[config.mk]
export PLATFORM = sky130hd
export DESIGN_NAME = move_sequencer
export DESIGN_NICKNAME = d
export VERILOG_FILES = /design/src/rtl/move_sequencer_pkg.sv /design/src/rtl/tick_divider.sv /design/src/rtl/move_sequencer.sv
export SDC_FILE = /design/constraint.sdc
export NUM_CORES = 1
export LEC_CHECK = 0
export ABC_AREA = 1
export CAP_MARGIN = 20
export CORE_MARGIN = 4
export CORE_UTILIZATION = 53
export DETAILED_ROUTE_END_ITERATION = 10
export HOLD_SLACK_MARGIN = 0.1
export PLACE_DENSITY = 0.9
export SYNTH_ARGS = -nofsm -noshare
export SYNTH_HDL_FRONTEND = slang
export SYNTH_SLANG_ARGS = --single-unit
[constraint.sdc]
create_clock -name vga_clock -period 5.69 [get_ports vga_clock]
set_input_delay 1.4225 -clock vga_clock [delete_from_list [all_inputs] [get_ports vga_clock]]
set_output_delay 1.4225 -clock vga_clock [all_outputs]
set_load 0.03 [all_outputs]
[src/rtl/move_sequencer_pkg.sv]
// Shared game definitions: sequencer state encoding, default geometry and timing, and the
// coordinate clamp used when a move is committed.
package move_sequencer_pkg;

  typedef enum logic [1:0] {
    StIdle,
    StHWait,
    StVWait,
    StCommit
  } seq_state_e;

  localparam int unsigned DefTickDiv = 500000;
  localparam int unsigned DefTimeout = 64;

  localparam int DefMarioWidth  = 42;
  localparam int DefMarioHeight = 42;
  localparam int DefScreenWidth = 640;
  localparam int DefScreenHeight = 480;
  localparam int DefStartX      = 40;
  localparam int DefStartY      = 398;

  // Signed clamp into [0, hi]; movers may return negative or off-screen coordinates.
  function automatic int clamp_coord(input int v, input int hi);
    int r;
    r = v;
    if (v < 0) begin
      r = 0;
    end else if (v > hi) begin
      r = hi;
    end
    return r;
  endfunction

endpackage

[src/rtl/tick_divider.sv]
// Free-running divider: counts 0..TICK_DIV-1 and flags the final count as the movement tick.
module tick_divider #(
  parameter int unsigned TICK_DIV = 500000
) (
  input  logic clk_i,
  input  logic rst_i,
  output logic tick_o
);

  localparam int unsigned CntW = (TICK_DIV > 1) ? $clog2(TICK_DIV) : 1;
  localparam logic [CntW-1:0] CntMax = CntW'(TICK_DIV - 1);

  logic [CntW-1:0] cnt_q, cnt_d;

  always_comb begin
    tick_o = (cnt_q == CntMax);
    cnt_d  = tick_o ? '0 : cnt_q + 1'b1;
  end

  always_ff @(posedge clk_i) begin
    if (rst_i) begin
      cnt_q <= '0;
    end else begin
      cnt_q <= cnt_d;
    end
  end

endmodule

[src/rtl/move_sequencer.sv]
// Per-tick move sequencer: asks the horizontal mover, then the vertical mover, and commits the
// clamped result atomically. Stalled handshakes time out; ticks arriving while busy are counted.
module move_sequencer
  import move_sequencer_pkg::*;
#(
  parameter int unsigned TICK_DIV      = DefTickDiv,
  parameter int unsigned TIMEOUT       = DefTimeout,
  parameter int          MARIO_WIDTH   = DefMarioWidth,
  parameter int          MARIO_HEIGHT  = DefMarioHeight,
  parameter int          SCREEN_WIDTH  = DefScreenWidth,
  parameter int          SCREEN_HEIGHT = DefScreenHeight,
  parameter int          START_X       = DefStartX,
  parameter int          START_Y       = DefStartY
) (
  input  logic       vga_clock,
  input  logic       reset,
  input  logic       pause,
  output logic       h_req,
  input  logic       h_ack,
  input  int         h_x_in,
  output logic       v_req,
  input  logic       v_ack,
  input  int         v_y_in,
  output int         cur_x,
  output int         cur_y,
  output int         mario_x,
  output int         mario_y,
  output logic       frame_done,
  output logic       timeout_flag,
  output logic [7:0] overrun_count
);

  localparam int XMax = SCREEN_WIDTH - MARIO_WIDTH;
  localparam int YMax = SCREEN_HEIGHT - MARIO_HEIGHT;

  logic tick;

  seq_state_e  state_q, state_d;
  int          x_pending_q, x_pending_d;
  int          y_pending_q, y_pending_d;
  int          mario_x_q, mario_x_d;
  int          mario_y_q, mario_y_d;
  int unsigned wait_q, wait_d;
  logic        frame_done_q, frame_done_d;
  logic        timeout_q, timeout_d;
  logic [7:0]  overrun_q, overrun_d;

  tick_divider #(
    .TICK_DIV(TICK_DIV)
  ) u_tick_divider (
    .clk_i (vga_clock),
    .rst_i (reset),
    .tick_o(tick)
  );

  always_comb begin
    state_d      = state_q;
    x_pending_d  = x_pending_q;
    y_pending_d  = y_pending_q;
    mario_x_d    = mario_x_q;
    mario_y_d    = mario_y_q;
    wait_d       = wait_q;
    frame_done_d = 1'b0;
    timeout_d    = timeout_q;
    overrun_d    = overrun_q;

    // A tick while busy is dropped, never queued.
    if (tick && (state_q != StIdle) && (overrun_q != 8'hff)) begin
      overrun_d = overrun_q + 8'd1;
    end

    unique case (state_q)
      StIdle: begin
        wait_d = '0;
        if (tick && !pause) begin
          state_d = StHWait;
        end
      end
      StHWait: begin
        if (h_ack) begin
          x_pending_d = h_x_in;
          wait_d      = '0;
          state_d     = StVWait;
        end else if (wait_q == TIMEOUT - 1) begin
          wait_d    = '0;
          timeout_d = 1'b1;
          state_d   = StIdle;
        end else begin
          wait_d = wait_q + 1;
        end
      end
      StVWait: begin
        // Ack is checked first so it wins over an expiry in the same cycle.
        if (v_ack) begin
          y_pending_d = v_y_in;
          wait_d      = '0;
          state_d     = StCommit;
        end else if (wait_q == TIMEOUT - 1) begin
          x_pending_d = mario_x_q;
          wait_d      = '0;
          timeout_d   = 1'b1;
          state_d     = StIdle;
        end else begin
          wait_d = wait_q + 1;
        end
      end
      StCommit: begin
        mario_x_d    = clamp_coord(x_pending_q, XMax);
        mario_y_d    = clamp_coord(y_pending_q, YMax);
        frame_done_d = 1'b1;
        state_d      = StIdle;
      end
      default: state_d = StIdle;
    endcase
  end

  always_comb begin
    h_req         = (state_q == StHWait);
    v_req         = (state_q == StVWait);
    cur_x         = ((state_q == StVWait) || (state_q == StCommit)) ? x_pending_q : mario_x_q;
    cur_y         = (state_q == StCommit) ? y_pending_q : mario_y_q;
    mario_x       = mario_x_q;
    mario_y       = mario_y_q;
    frame_done    = frame_done_q;
    timeout_flag  = timeout_q;
    overrun_count = overrun_q;
  end

  always_ff @(posedge vga_clock) begin
    if (reset) begin
      state_q      <= StIdle;
      x_pending_q  <= START_X;
      y_pending_q  <= START_Y;
      mario_x_q    <= START_X;
      mario_y_q    <= START_Y;
      wait_q       <= '0;
      frame_done_q <= 1'b0;
      timeout_q    <= 1'b0;
      overrun_q    <= '0;
    end else begin
      state_q      <= state_d;
      x_pending_q  <= x_pending_d;
      y_pending_q  <= y_pending_d;
      mario_x_q    <= mario_x_d;
      mario_y_q    <= mario_y_d;
      wait_q       <= wait_d;
      frame_done_q <= frame_done_d;
      timeout_q    <= timeout_d;
      overrun_q    <= overrun_d;
    end
  end

endmodule

==> results.ini, run 1 <==
[power]
power.density_nw_per_um2=211
irDropWorstVdd_mv=0.235
leakagePower_uw=0.00484

[clocking]
post_cts_buffers=0
numCtsBuffers=17
cts_root_buffer=clkbuf_16
cts_max_level=4
cts_tree=built
hold_buffers=0
clkSlewWorstSetupHoldPaths_ns=0.07
cts.sinks=189
cts_resized=0
clockBufferDepth=2
clk_latency_ns=0.43

[setup_path]
critical_path_arrival_ns=2.95
critPathMaxFanout=28
worstSetupPathType=flop to output pin
cp.required_ns=4.27
startpoint_type=flop
crit_path_end_kind=output pin

[outcome]
status=finished clean

[timing]
finalSetupTns_ns=0
timing.hold.ws_ns=0.448
grt_setup_unrepaired=no
timing.final.crit_share=0.768
clock_skew_ns=0.00938
finalSetupViolCount=0
hold_viol_final=0
slew_headroom=0.396
max_freq_ghz=0.229
slew_violations=0
period_needed_ns=4.37
worst_pin_slew_ns=0.906

[grt]
globalRouteOverflowTotal=0
grtUsageTotal=0.271
antenna_found_initial=0
grt_pass1_vias=9336
grt_max_degree=77
grt_first_pass_wirelength_um=44300

[die]
die_h_um=141
row_count=48
ios=209
core_um2=17200
initial_core_util=0.540
dieWidth_um=141
dieArea_um2=19700

[logic_synthesis]
synth_edf_count=0
synth_area_per_cell_um2=6.38
synth-seq-area-share=0.406
synth_warnings=0
async_reset_ff_frac=0
syn_inst=1458
synth_seq_cells=189
synth_flop_cell=dfxtp_1
yosysUniqueCellTypes=40
netlist_area_um2=9310

[flow_run]
drv_cap=0

[finish]
fillers=1490
final_nets=1703
final_common_cell=nand2_1
final_util=0.695
layout_common_cells=441 x nand2_1, 259 x nor2_1, 205 x clkdlybuf4s50_1
post-route-cell-area_um2=12000
multi_input_area_um2=4690
area_delta_synth_final_pct=28.8
drive_above_1_share=0.0360
diodes=0
final-seq-area_um2=3780

[route]
first_iter_violations=692
detail_route.wl_per_cell_um=14.6
dr.pass1.iters=6
via_per_inst=5.26
antenna_left=0
vias=9813
drc=0
wl_um=27300

[placed_design]
port_buffers=206
dp_hpwl_um=19600
post_dp_cell_area_um2=11400
place.gp.congestion=0.933

[worst_hold_path]
hold_class=flop to flop

[critical path: stages (launching register included)]
cell and delay (ns):
dfxtp_1 0.37, ha_2 0.22, inv_1 0.55, buf_4 0.43
nand2_1 0.13, o22ai_1 0.12, clkdlybuf4s50_1 0.70
[cells in the mapped netlist, types with 2 or more instances]
cell      instances  share of area
mux2_2            2         0.0024
nand4_1          26          0.017
ha_1              8          0.011
o21ai_0          96          0.052
nor2_2            5         0.0034
buf_2            13         0.0070
clkinv_1          2        0.00081
nand3b_1          3         0.0024
xnor2_1           5         0.0047
nor3_1           58          0.031
buf_4             3         0.0024
nor2_1          260           0.10
o21bai_1          2         0.0016
inv_1           146          0.059
nand3_1          51          0.027
nand2_2           4         0.0027
buf_6             2         0.0024
o211ai_1          5         0.0040
nor3b_1           2         0.0016
dfxtp_1         189           0.41
clkbuf_1         35          0.014
nor3_2            2         0.0022
xor2_1           18          0.017
a21oi_1          53          0.028
nand2_1         441           0.18
buf_1            12         0.0048
inv_2             2        0.00081
[cell type report]
class / count / share of cell area
tap: 225 / 0.0235
inverter: 150 / 0.0470
sequential: 189 / 0.316
multi-input combinational: 1055 / 0.391
clock inverter: 13 / 0.00960
clock buffer: 19 / 0.0361
timing repair buffer: 213 / 0.177
[cell families (layout without fill, tap and decap cells)]
group,after synthesis,count (layout),synth area share
xor+xnor,23,23,0.0216
fa+ha+maj,8,8,0.0108
other cells,1,2,0.000403
simple gates,858,858,0.377
flops,189,189,0.406
mux,2,2,0.00242
compound gates,162,162,0.0905
buf+inv,215,395,0.0913
[per-stage QoR]
step | total power [uW] | setup slack (ns) | instances
after floorplan | 1390 | 2.19 | 1459
after global placement | 1450 | 1.52 | 1831
after detailed placement | 1450 | 1.46 | 1831
after CTS | 2540 | 0.992 | 1863
after global routing | 2600 | 1.13 | 1864
final | 2530 | 1.32 | 1864
[report_power, final]
group | total [uW] | internal [uW] | switching (uW)
sequential | 1320 | 1320 | 1.19
combinational | 91.0 | 49.3 | 41.7
clock | 1110 | 569 | 542
[flip-flops by register name, indices dropped and copies added, names as in the netlist]
register	cells
x_pending_q	32
mario_x	31
frame_done	1
mario_y	31
timeout_flag	1
state_q	2
overrun_count	8
u_tick_divider.cnt_q	19
y_pending_q	32
wait_q	32
[metal layers]
layer,track usage,up-vias,part of all wire
met5,0,-,0
met4,0.127,0,0.045
met3,0.0505,85,0.071
met2,0.462,416,0.47
met1,0.331,4417,0.42
li1,-,4895,-
[final timing paths]
kind / from / endpoint / slack (ns) / depth (start not counted)
max reg2reg: state_q[1]$_SDFFE_PP0P_ / wait_q[13]$_SDFFE_PP0P_ / 2.66 / 8
min reg2reg: u_tick_divider.cnt_q[0]$_SDFF_PP0_ / u_tick_divider.cnt_q[0]$_SDFF_PP0_ / 0.45 / 1
min: u_tick_divider.cnt_q[0]$_SDFF_PP0_ / u_tick_divider.cnt_q[0]$_SDFF_PP0_ / 0.45 / 1
max: state_q[0]$_SDFFE_PP0P_ / cur_x[30] / 1.32 / 6
Note: power is estimated with default switching activity, not from simulation.
==> run 2, diff against run 1 <==
Settings changed: CORE_UTILIZATION 53 to 46, PLACE_DENSITY 0.9 to 0.84.
Clock period 5.69 ns to 4 ns, I/O delays scaled along.
==> run 2 against run 1 <==
Net effect: count of clock-buffer cells in the layout unchanged; critical path depth unchanged; cell count is 2.2% higher; clock power grew 50%; power rose by 46%; critical path type unchanged.
==> results.ini, run 2 (same netlist as run 1, synthesis figures left out) <==
[outcome]
status=finished clean  ; unchanged

[clocking]
cts_max_level=4  ; unchanged
clockBufferDepth=2  ; unchanged
cts.sinks=189  ; unchanged
cts_resized=0  ; unchanged
clk_latency_ns=0.43  ; about the same
clkSlewWorstSetupHoldPaths_ns=0.07  ; about the same
cts_tree=built  ; unchanged
numCtsBuffers=17  ; unchanged
hold_buffers=0  ; unchanged
cts_root_buffer=clkbuf_16  ; unchanged
post_cts_buffers=0  ; unchanged

[route]
vias=9643  ; was 9,813
first_iter_violations=741  ; was 692
detail_route.wl_per_cell_um=14.2  ; was 14.6 um
wl_um=27100  ; was 27,300 um
via_per_inst=5.06  ; was 5.26
dr.pass1.iters=5  ; was 6
antenna_left=0  ; unchanged
drc=0  ; unchanged

[grt]
grt_max_degree=77  ; unchanged
grt_first_pass_wirelength_um=43100  ; was 44,300 um
antenna_found_initial=0  ; unchanged
grtUsageTotal=0.235  ; was 0.271
grt_pass1_vias=9020  ; was 9,336
globalRouteOverflowTotal=0  ; unchanged

[setup_path]
worst_r2r_path_depth=9  ; was 8
r2r_setup_slack_ns=1.07  ; was 2.66 ns
critPathMaxFanout=59  ; was 28
worstSetupPathType=flop to output pin  ; unchanged
startpoint_type=flop  ; unchanged
r2r-start=state_q[0]$_SDFFE_PP0P_  ; was state_q[1]$_SDFFE_PP0P_
critical_path_arrival_ns=2.73  ; was 2.95 ns
crit_path_end_kind=output pin  ; unchanged
cp.required_ns=3.00  ; was 4.27 ns
reg2reg_to=wait_q[13]$_SDFFE_PP0P_  ; unchanged

[die]
row_count=51  ; was 48
core_um2=19700  ; was 17,200 um^2
dieArea_um2=22600  ; was 19,700 um^2
ios=209  ; unchanged
dieWidth_um=150  ; was 141 um
die_h_um=150  ; was 141 um
initial_core_util=0.474  ; was 0.540

[timing]
grt_setup_unrepaired=no  ; unchanged
max_freq_ghz=0.268
finalSetupTns_ns=0  ; unchanged
period_needed_ns=3.73
slew_headroom=0.421  ; was 0.396
finalSetupViolCount=0  ; unchanged
timing.final.crit_share=0.932
worst_pin_slew_ns=0.868  ; was 0.906 ns
clock_skew_ns=0.0125  ; was 0.00938 ns
hold_viol_final=0  ; unchanged
slew_violations=0  ; unchanged

[finish]
final_util=0.613  ; was 0.695
reg_top3=wait_q: 32 flops, x_pending_q: 32 flops, y_pending_q: 32 flops  ; unchanged
drive_above_1_share=0.0433  ; was 0.0360
final_common_cell=nand2_1  ; unchanged
layout_common_cells=441 x nand2_1, 259 x nor2_1, 195 x clkdlybuf4s50_1  ; was 441 x nand2_1, 259 x nor2_1, 205 x clkdlybuf4s50_1
area_delta_synth_final_pct=29.5  ; was 28.8%
diodes=0  ; unchanged
final_nets=1705  ; was 1,703

[worst_hold_path]
hold_path_end=mario_y[22]$_SDFFE_PP0P_  ; was u_tick_divider.cnt_q[0]$_SDFF_PP0_
min_path_cells=2  ; was 1
hold_class=flop to flop  ; unchanged
holdCritStartpoint=mario_y[22]$_SDFFE_PP0P_  ; was u_tick_divider.cnt_q[0]$_SDFF_PP0_

[placed_design]
port_buffers=206  ; unchanged
place.gp.congestion=0.904  ; was 0.933
dp_hpwl_um=19800  ; was 19,600 um

[power]
irDropWorstVdd_mv=0.247  ; was 0.235 mV
power.density_nw_per_um2=305  ; was 211 nW/um^2
leakagePower_uw=0.00488  ; was 0.00484 uW

[flow_run]
drv_cap=0  ; unchanged

==> run 2: changes by cell type in the layout (fill, tap and decap cells not counted), sizes merged <==
cell           previous run  this run
clkdlybuf4s50           205       195
inv                     150       151
clkinvlp                  4         3
buf                       8        20
bufinv                    0         2
clkinv                    9         6
==> run 2: how the worst max path moves through the flow <==
| stage | from | to | depth (start not counted) |
|---|---|---|---|
| 2_1_floorplan | state_q[0]$_SDFFE_PP0P_ | cur_x[19] | 8 |
| 3_3_place_gp | state_q[0]$_SDFFE_PP0P_ | cur_x[1] | 7 |
| 3_5_place_dp | state_q[0]$_SDFFE_PP0P_ | cur_x[3] | 6 |
| 4_1_cts | state_q[0]$_SDFFE_PP0P_ | cur_x[3] | 6 |
| 5_1_grt | state_q[0]$_SDFFE_PP0P_ | cur_x[25] | 7 |
| 6_report | state_q[0]$_SDFFE_PP0P_ | cur_x[3] | 6 |
==> run 2: layout make-up <==
class	instances	area, um^2
Tap cell	265	332
Clock inverter	12	136
Fill cell	1832	7600
Multi-Input combinational cell	1055	4690
Timing Repair Buffer	215	2110
Clock buffer	19	433
Sequential cell	189	3780
Inverter	150	563
==> run 2: metal layers <==
layer	vias up	routed length, um	global-route usage
li1	4905	-	-
met3	47	1920	0.0446
met1	4347	11300	0.287
met2	344	13100	0.412
met5	-	0	0
met4	0	724	0.0865
==> run 2: critical path, cell delays in order, from the launching register on <==
cell	delay, ns
dfxtp_1	0.44
inv_1	0.10
ha_2	0.21
nor2_4	0.07
buf_4	0.43
mux2_2	0.40
clkdlybuf4s50_1	0.60
==> run 2: through the flow <==
step	cell area [um^2]	setup WS, ns	hold slack (ns)	instances	total power, uW
after detailed placement	11500	0.750	0.436	1874	2060
final	12100	0.274	0.446	1905	3680
after global placement	11500	0.793	0.424	1874	2060
after floorplan	9310	0.927	0.413	1459	1980
after CTS	12100	0.278	0.448	1905	3710
after global routing	12100	0.130	0.464	1905	3790
==> run 2: power by group <==
part	switching (uW)	internal [uW]
clock	741	923
sequential	1.85	1880
combinational	60.1	70.3
total	803	2880
==> run 3, diff against run 2 <==
Settings changed: CORE_UTILIZATION 46 to 51, PLACE_DENSITY 0.84 to 0.88.
Clock period 4 ns to 3.8 ns, I/O delays scaled along.
==> run 3 against run 2 <==
Net effect: sequential power rose by 5%; non-clock buffer count up 1; utilization grew 5.1 points; global-route usage is 2.2 points higher; combinational power increased by 5%; clock power about the same; critical endpoint is now cur_y[0].
==> results.ini, run 3 (same netlist as run 1, synthesis figures left out) <==
[outcome]
status=finished clean  ; unchanged

[route]
dr.pass1.iters=5  ; unchanged
antenna_left=0  ; unchanged
via_per_inst=5.15  ; was 5.06
first_iter_violations=692  ; was 741
detail_route.wl_per_cell_um=14.4  ; was 14.2 um
wl_um=26800  ; was 27,100 um
vias=9632  ; was 9,643
drc=0  ; unchanged

[setup_path]
cp_top_family=buffers and inverters  ; unchanged
cp.required_ns=2.85  ; was 3.00 ns
critPathMaxFanout=72  ; was 59
crit_top_cell=nand2_1
crit_path_cell_trace=ha_2 > buf_4 > nand2_1 > nand2_1 > clkdlybuf4s50_1  ; was inv_1 > ha_2 > nor2_4 > buf_4 > mux2_2 > clkdlybuf4s50_1
critical_path_arrival_ns=2.61  ; was 2.73 ns
cp.buffers_inverters=2  ; was 3
crit_path_end_kind=output pin  ; unchanged
max_stage_delay_ns=0.66  ; was 0.60 ns
worstSetupPathType=flop to output pin  ; unchanged
startpoint_type=flop  ; unchanged
critical-path-slowest-cell=clkdlybuf4s50_1  ; unchanged

[timing]
slew_headroom=0.399  ; was 0.421
hold_viol_final=0  ; unchanged
clock_skew_ns=0.00981  ; was 0.0125 ns
timing.final.crit_share=0.938
period_needed_ns=3.56
max_freq_ghz=0.281
finalSetupViolCount=0  ; unchanged
finalSetupTns_ns=0  ; unchanged
worst_slack_ns=0.237  ; was 0.274 ns
grt_setup_unrepaired=no  ; unchanged
worst_pin_slew_ns=0.902  ; was 0.868 ns
slew_violations=0  ; unchanged

[placed_design]
place.gp.congestion=0.947  ; was 0.904
port_buffers=206  ; unchanged
dp_hpwl_um=19400  ; was 19,800 um
pre_cts_ws_ns=0.686  ; was 0.750 ns

[clocking]
numCtsBuffers=17  ; unchanged
clkSlewWorstSetupHoldPaths_ns=0.07  ; about the same
cts_tree=built  ; unchanged
clk_latency_ns=0.42  ; was 0.43 ns
cts_root_buffer=clkbuf_16  ; unchanged
clockBufferDepth=2  ; unchanged
cts.sinks=189  ; unchanged
post_cts_buffers=0  ; unchanged
cts_resized=0  ; unchanged
hold_buffers=0  ; unchanged
cts_max_level=4  ; unchanged

[power]
leakagePower_uw=0.00492  ; was 0.00488 uW
irDropWorstVdd_mv=0.305  ; was 0.247 mV
clkPwrFrac=0.440  ; was 0.452
power_uw=3790  ; was 3680 uW
power.share.combinational=0.036  ; was 0.035
power.density_nw_per_um2=318  ; was 305 nW/um^2
sw_frac_of_total=0.233  ; was 0.218
switchingPower_uw=883  ; was 803 uW
seqPwrFrac=0.524  ; was 0.512
internal-power_uw=2910  ; was 2880 uW

[die]
die_h_um=143  ; was 150 um
ios=209  ; unchanged
dieArea_um2=20500  ; was 22,600 um^2
dieWidth_um=143  ; was 150 um
initial_core_util=0.518  ; was 0.474
row_count=49  ; was 51
core_um2=18000  ; was 19,700 um^2

[finish]
diodes=0  ; unchanged
multi_input_area_um2=4690  ; about the same
layout_common_cells=441 x nand2_1, 259 x nor2_1, 189 x dfxtp_1  ; was 441 x nand2_1, 259 x nor2_1, 195 x clkdlybuf4s50_1
drive_above_1_share=0.0603  ; was 0.0433
area_delta_synth_final_pct=28.1  ; was 29.5%
final_common_cell=nand2_1  ; unchanged
final_nets=1706  ; was 1,705
fillers=1607  ; was 1,832
reg_top3=wait_q: 32 flops, x_pending_q: 32 flops, y_pending_q: 32 flops  ; unchanged
final-seq-area_um2=3780  ; unchanged

[grt]
antenna_found_initial=0  ; unchanged
grt_pass1_vias=8800  ; was 9,020
grt_first_pass_wirelength_um=43000  ; was 43,100 um
globalRouteOverflowTotal=0  ; unchanged
grtUsageTotal=0.257  ; was 0.235
grt_max_degree=77  ; unchanged

[worst_hold_path]
hold_class=flop to flop  ; unchanged

[flow_run]
drv_cap=0  ; unchanged

-- run 3: worst paths after layout --
check / to / start / slack (ns) / depth (start not counted)
hold / removal: mario_y[10]$_SDFFE_PP0P_ / mario_y[10]$_SDFFE_PP0P_ / 0.45 / 2
hold reg to reg: mario_y[10]$_SDFFE_PP0P_ / mario_y[10]$_SDFFE_PP0P_ / 0.45 / 2
setup / recovery: cur_y[0] / state_q[0]$_SDFFE_PP0P_ / 0.24 / 5
setup reg to reg: x_pending_q[25]$_SDFFE_PP0P_ / state_q[0]$_SDFFE_PP0P_ / 1.17 / 9
-- run 3: layout make-up --
type,count,share of cell area
clock inverters,14,0.00944
well taps,229,0.0240
clock buffers,17,0.0357
multi-input cells,1055,0.393
flip-flops and latches,189,0.317
inverters,150,0.0472
repair buffers,216,0.173
-- run 3: per-layer routing --
| metal | track usage | vias up | wire, um |
|---|---|---|---|
| met3 | 0.0459 | 46 | 2150 |
| li1 | - | 4902 | - |
| met2 | 0.435 | 382 | 12900 |
| met4 | 0.0950 | 0 | 743 |
| met5 | 0 | - | 0 |
| met1 | 0.327 | 4302 | 11100 |
-- run 3: tightest hold or removal path, stage by stage, from the launching register on --
cell,delay (ns)
dfxtp_1,0.31
inv_1,0.06
nor3_1,0.04
-- run 3: stage by stage --
stage          hold WS, ns  utilization  cell area, um^2  cells
3_3_place_gp         0.426        0.634            11400   1839
2_1_floorplan        0.413            -             9310   1459
4_1_cts              0.447        0.664            11900   1870
5_1_grt              0.468        0.664            11900   1870
6_report             0.446        0.664            11900   1870
3_5_place_dp         0.435        0.634            11400   1839
-- run 3: power by group through the flow --
stage | Combinational, uW | Sequential, uW | Clock (uW)
global route | 148 | 1980 | 1780
detailed placement | 136 | 2030 | 0
CTS | 137 | 1980 | 1680
global placement | 135 | 2030 | 0
finish | 137 | 1980 | 1670
floorplan | 51.4 | 2030 | 0
